**config.mk**
```make
export PLATFORM = sky130hd
export DESIGN_NAME = tick_gen
export DESIGN_NICKNAME = d
export VERILOG_FILES = /design/src/rtl/tick_gen_pkg.sv /design/src/rtl/tick_chan.sv /design/src/rtl/tick_gen.sv
export SDC_FILE = /design/constraint.sdc
export NUM_CORES = 1
export LEC_CHECK = 0
export BUFFER_PORTS_ARGS = -buffer_cell sky130_fd_sc_hd__buf_2
export CORE_ASPECT_RATIO = 1.1
export CORE_MARGIN = 3
export CORE_UTILIZATION = 60
export DETAILED_ROUTE_END_ITERATION = 10
export PLACE_DENSITY = 0.89
export SLEW_MARGIN = 15
export SYNTH_ARGS = -nofsm -noshare
export SYNTH_HDL_FRONTEND = slang
export SYNTH_HIERARCHICAL = 1
export SYNTH_SLANG_ARGS = --single-unit
```
**constraint.sdc**
```tcl
create_clock -name clk_24M -period 3.8 [get_ports clk_24M]
set_input_delay 0.38 -clock clk_24M [delete_from_list [all_inputs] [get_ports clk_24M]]
set_output_delay 0.38 -clock clk_24M [all_outputs]
set_load 0.05 [all_outputs]
```
**src/rtl/tick_gen_pkg.sv**
```systemverilog
// Shared constants and helpers for the tick generator.
// Latency: n/a (compile-time definitions only).
// Backpressure: n/a.
package tick_gen_pkg;

  // Reference clock of the timebase domain.
  localparam int unsigned TICK_CLK_HZ = 24000000;

  // Common divisors derived from the reference clock.
  localparam int unsigned DIV_20HZ = TICK_CLK_HZ / 20;    // 1200000
  localparam int unsigned DIV_1KHZ = TICK_CLK_HZ / 1000;  // 24000

  // Widest divisor the helper handles; DIVW must not exceed this.
  localparam int unsigned DIV_MAXW = 32;

  // Effective divisor: a programmed 0 behaves as 1 (tick every cycle).
  function automatic logic [DIV_MAXW-1:0] div_eff(input logic [DIV_MAXW-1:0] d);
    return (d == '0) ? DIV_MAXW'(1) : d;
  endfunction

endpackage

```
**src/rtl/tick_chan.sv**
```systemverilog
// One tick channel: down-counter with shadow/active divisor, tick strobe, optional square wave.
// Latency: tick is registered, high in the cycle after the E-th enabled edge of a period.
// Backpressure: none; en pauses the count, nothing upstream is ever stalled.
// Optional feature macro: TICK_GEN_SQUARE_EN adds the sq output and its toggle flop.
module tick_chan
  import tick_gen_pkg::*;
#(
  parameter int unsigned DIVW        = 21,
  parameter int unsigned DIV_DEFAULT = DIV_20HZ
) (
  input  logic            clk_24M,
  input  logic            reset_n,
  input  logic            en,
  input  logic            restart,
  input  logic            wr,
  input  logic [DIVW-1:0] wr_div,
  output logic            tick
`ifdef TICK_GEN_SQUARE_EN
  ,
  output logic            sq
`endif
);

  localparam logic [DIVW-1:0] ONE     = DIVW'(1);
  localparam logic [DIVW-1:0] DEF_DIV = DIVW'(div_eff(DIV_MAXW'(DIV_DEFAULT)));

  logic [DIVW-1:0] cnt;      // cycles left in the current period, minus one
  logic [DIVW-1:0] div_act;  // divisor of the period in flight
  logic [DIVW-1:0] div_shd;  // divisor for the next period
  logic [DIVW-1:0] wr_eff;   // incoming divisor with 0 mapped to 1
  logic [DIVW-1:0] shd_nxt;  // shadow after this cycle's write
  logic            wrap;     // enabled and at the last cycle of the period
  logic            load_now; // write to a paused channel applies immediately

  // Decode this cycle's write and wrap condition.
  always_comb begin
    wr_eff   = DIVW'(div_eff(DIV_MAXW'(wr_div)));
    shd_nxt  = wr ? wr_eff : div_shd;
    wrap     = en && (cnt == '0);
    load_now = wr && !en;
  end

  // Counter, divisor registers and tick strobe. The wrap reloads from the
  // shadow as it stood before this edge, so a write landing exactly on the
  // wrap only takes effect at the following wrap.
  always_ff @(posedge clk_24M) begin
    if (!reset_n) begin
      div_act <= DEF_DIV;
      div_shd <= DEF_DIV;
      cnt     <= DEF_DIV - ONE;
      tick    <= 1'b0;
    end else if (restart) begin
      div_shd <= shd_nxt;
      div_act <= shd_nxt;
      cnt     <= shd_nxt - ONE;
      tick    <= 1'b0;
    end else begin
      div_shd <= shd_nxt;
      if (load_now) begin
        div_act <= wr_eff;
        cnt     <= wr_eff - ONE;
        tick    <= 1'b0;
      end else if (wrap) begin
        div_act <= div_shd;
        cnt     <= div_shd - ONE;
        tick    <= 1'b1;
      end else begin
        tick <= 1'b0;
        if (en) begin
          cnt <= cnt - ONE;
        end
      end
    end
  end

`ifdef TICK_GEN_SQUARE_EN
  // Square wave: flips on every wrap, cleared by reset and restart.
  always_ff @(posedge clk_24M) begin
    if (!reset_n) begin
      sq <= 1'b0;
    end else if (restart) begin
      sq <= 1'b0;
    end else if (wrap) begin
      sq <= ~sq;
    end
  end
`endif

  // The counter always sits inside the period it was loaded for.
  cnt_in_period: assert property (@(posedge clk_24M) disable iff (!reset_n)
                                  cnt < div_act);

endmodule

```
**src/rtl/tick_gen.sv**
```systemverilog
// Multi-channel tick generator: NCH independent divided strobes with a shared restart.
// Latency: cfg write reaches the channel shadow in 1 cycle; ticks are registered.
// Backpressure: none; writes are always accepted (out-of-range channels dropped).
// Optional feature macro: TICK_GEN_SQUARE_EN adds the sq output bus.
module tick_gen
  import tick_gen_pkg::*;
#(
  parameter  int unsigned NCH         = 2,
  parameter  int unsigned DIVW        = 21,
  parameter  int unsigned DIV_DEFAULT = DIV_20HZ,
  localparam int unsigned CHW         = (NCH > 1) ? $clog2(NCH) : 1
) (
  input  logic            clk_24M,
  input  logic            reset_n,
  input  logic [NCH-1:0]  ch_en,
  input  logic            restart,
  input  logic            cfg_we,
  input  logic [CHW-1:0]  cfg_ch,
  input  logic [DIVW-1:0] cfg_div,
  output logic [NCH-1:0]  tick
`ifdef TICK_GEN_SQUARE_EN
  ,
  output logic [NCH-1:0]  sq
`endif
);

  logic [NCH-1:0] wr_sel;

  // One-hot write select; an index with no matching channel selects nothing.
  always_comb begin
    wr_sel = '0;
    for (int i = 0; i < NCH; i++) begin
      if (cfg_we && (cfg_ch == CHW'(i))) begin
        wr_sel[i] = 1'b1;
      end
    end
  end

  for (genvar g = 0; g < NCH; g++) begin : g_ch
    tick_chan #(
      .DIVW        (DIVW),
      .DIV_DEFAULT (DIV_DEFAULT)
    ) u_chan (
      .clk_24M (clk_24M),
      .reset_n (reset_n),
      .en      (ch_en[g]),
      .restart (restart),
      .wr      (wr_sel[g]),
      .wr_div  (cfg_div),
      .tick    (tick[g])
`ifdef TICK_GEN_SQUARE_EN
      ,
      .sq      (sq[g])
`endif
    );
  end

endmodule

```
==> results by group <==
Outcome
  – Status: complete, no violations

Die
  – Ports: 30
  – Die Wd: about 100 µm
  – Rows: 37
  – Die area: between 10000 and 15000 µm²
  – Initial Util: between 60% and 70%
  – Core area: about 9500 µm²
  – Die Y: approximately 110 µm

Critical path
  – Setup crit end kind: flop
  – Worst path buffer plus inverter count: 1
  – Reg2reg path depth: 9
  – CP Launch Type: flop
  – Crit-path leading delay family: simple AND/OR/NAND/NOR gates
  – CP Cell Sequence: nor4_2 -> nand4_1 -> or2_1 -> a2bb2oi_1 -> or4_1 -> buf_4 -> nor3_1 -> a211o_1 -> o311a_1
  – Slowest CP cell: nor4_2
  – CP Data Arrival Time: 3.61 ns
  – Worst EP required: between 4 and 5 ns
  – Critical Path End: g_ch[1].u_chan/cnt[17]
  – Crit path largest cell delay: between 0.5 and 0.6 ns
  – RR Endpoint: g_ch[1].u_chan/cnt[17]
  – CP startpoint: g_ch[1].u_chan/cnt[2]
  – Critical Setup Path Class: flop to flop
  – Critical path fanouts, max: 13
  – RR Startpoint: g_ch[1].u_chan/cnt[2]
  – Reg2Reg Setup Slack: 0.46 ns
  – Critical path depth in cells: 9

Logic synthesis
  – Asr flop ratio synth: 0%
  – Syn Area/Cell: 7.48 µm²
  – Cell taking the most area after synthesis: dfxtp_1
  – Synth unique cells: 63
  – Synthesized area: 5910 µm²
  – Post-synth EDFFs: 0
  – Post-synthesis cell count: 790
  – Seq/Total Area, Yosys: between 20% and 30%
  – Commonest cells post-synth: nor2_1, dfxtp_1, nand2_1, nand3_1, o21ai_0
  – Top-count cell post-synth: nor2_1
  – Top-area cell type share of the netlist area: 29.1%
  – Synth Flop Type: dfxtp_1
  – Synthesized Nets: 820
  – Post-synthesis sequential element count: 86
  – Ys Warns: 6
  – Largest cells by area after synthesis: dfxtp_1, nor2_1, mux2i_1

Min path
  – Worst Min Path Start: reset_n
  – Hold Crit Class: primary input to flop

STA
  – RSZ-0062 raised after global routing: no
  – Setup ws final: between 0.4 and 0.5 ns
  – Clock skew: 0.0136 ns
  – Setup_tns: 0 ns
  – Worst slew pin tran: 0.786 ns
  – Fmax: 300 MHz
  – Final Hold Vio Count: 0
  – Relative max-transition margin: 46.9%
  – Final setup viols: 0
  – Tcrit/Tclk final: 87.8%
  – Final slew viol count: 0
  – Final min period: between 3 and 4 ns

Drt
  – WL/cell: 22.4 µm
  – Vias per cell: between 7 and 8
  – Starting DRC count in detailed routing: 571
  – DRT Pass-1 Iters: 5
  – Drt total wl: 20900 µm
  – Vias: roughly 6800
  – Post-route DRC: 0
  – Post-route antenna net violation count: 0

Clock tree
  – Num CTS Buffers: 9
  – CTS clk-pin slew, worst paths: 0.10 ns
  – Clock sink total: 86
  – Post-CTS Hold Fix Bufs: 0
  – H-tree levels: 3
  – Post-CTS Setup Repair Bufs: 0
  – Clock Tree Buf Depth: 2
  – Root Driver: clkbuf_8
  – CTS tree: done
  – PostCTS Resize Cnt: 0
  – Worst-skew pair later-pin latency: roughly 0.38 ns

Placement
  – Setup WS pre-CTS: 0.261 ns
  – Placed cell count: between 900 and 1000
  – Port Buffer Count: 29
  – Gpl congestion: 1.14
  – HPWL after DPL: 15200 µm

Flow run
  – Max-cap violations: 0

Power and ir drop
  – Worst VDD drop: 0.229 mV
  – Leakage: 2.27 nW
  – Pwr per Cell Area: 365 nW/µm²
  – Power Total: 2.34 mW

GRT
  – Antenna violations before repair: 0
  – First-pass GRT wire length: 33800 µm
  – Grt ovf: 0
  – Number of global-route vias before repair: 6307
  – Total Routing Usage GR: 38.9%
  – Largest net degree at the start of global routing: 28

Layout
  – Final antenna diode count: 0
  – Final #Nets: 841
  – Area grow syn2layout: 8.61%
  – Final Core Density: 67.7%
  – Non-filler instance count after layout: 933
  – Share of layout cells above drive strength 1: 11.2%
-- layout make-up --
type,count,area [µm²]
fillers,827,3070
flip-flops and latches,86,1720
inverters,10,37.5
multi-input cells,644,3940
clock inverters,5,56.3
clock buffers,11,141
well taps,117,146
repair buffers,60,378
-- placed cells by master (no fill, tap or decap), types with 12 or more instances in the layout --
cell | netlist | final
nand2b_1 | 16 | 16
buf_4 | 0 | 31
o21ai_0 | 48 | 48
or3_1 | 18 | 18
dfxtp_1 | 86 | 86
mux2i_1 | 30 | 30
buf_2 | 16 | 29
nor4_1 | 32 | 32
o22ai_1 | 14 | 14
o211ai_1 | 12 | 12
nand3_1 | 50 | 50
nor2_1 | 108 | 108
nor3_1 | 20 | 18
nand2_1 | 72 | 72
a21oi_1 | 32 | 32
-- per-stage QoR --
stage               cell area [µm²]  hold WS (ns)
global route                   6420         0.350
finish                         6420         0.319
floorplan                      5910         0.461
global placement               6220         0.478
detailed placement             6220         0.502
CTS                            6420         0.317
-- where the power goes --
part	switching [mW]	total [mW]	leakage, nW	internal (mW)
clock	0.366	0.688	0.0997	0.323
combinational	0.358	0.579	1.46	0.222
sequential	0.103	1.07	0.710	0.971
total	0.826	2.34	2.27	1.52
-- logic make-up after synthesis --
group,Yosys count,share of synthesized area (%)
AND/OR/NAND/NOR,374,31.8
AO/OA/AOI/OAI,226,27.4
flip-flops,86,29.1
buffers and inverters,60,4.40
multiplexers,30,5.08
XOR/XNOR,12,1.78
adder cells (fa/ha/maj),2,0.423
-- state kept, by name (all words and copies together), names as in the netlist --
name,cells
g_ch.u_chan/cnt,42
g_ch.u_chan/div_shd,42
g_ch.u_chan/tick,2
-- routing by layer --
layer	part of all wire [%]	wire, µm	global-route usage (%)
met5	0	0	0
met2	46	9640	63.4
met3	10	2160	7.43
met1	37	7640	47.3
met4	6.9	1450	24.0
-- worst min-delay path by stage --
stage	end	slack, ns	cells past startpoint
after detailed placement	g_ch[1].u_chan/div_shd[11]	0.50	2
after global placement	g_ch[0].u_chan/div_shd[17]	0.48	2
after CTS	g_ch[0].u_chan/cnt[5]	0.32	2
after global routing	g_ch[0].u_chan/div_shd[0]	0.35	3
final	g_ch[0].u_chan/cnt[5]	0.32	2
after floorplan	g_ch[0].u_chan/div_shd[11]	0.46	2
Note: power is estimated with default switching activity, not from simulation.
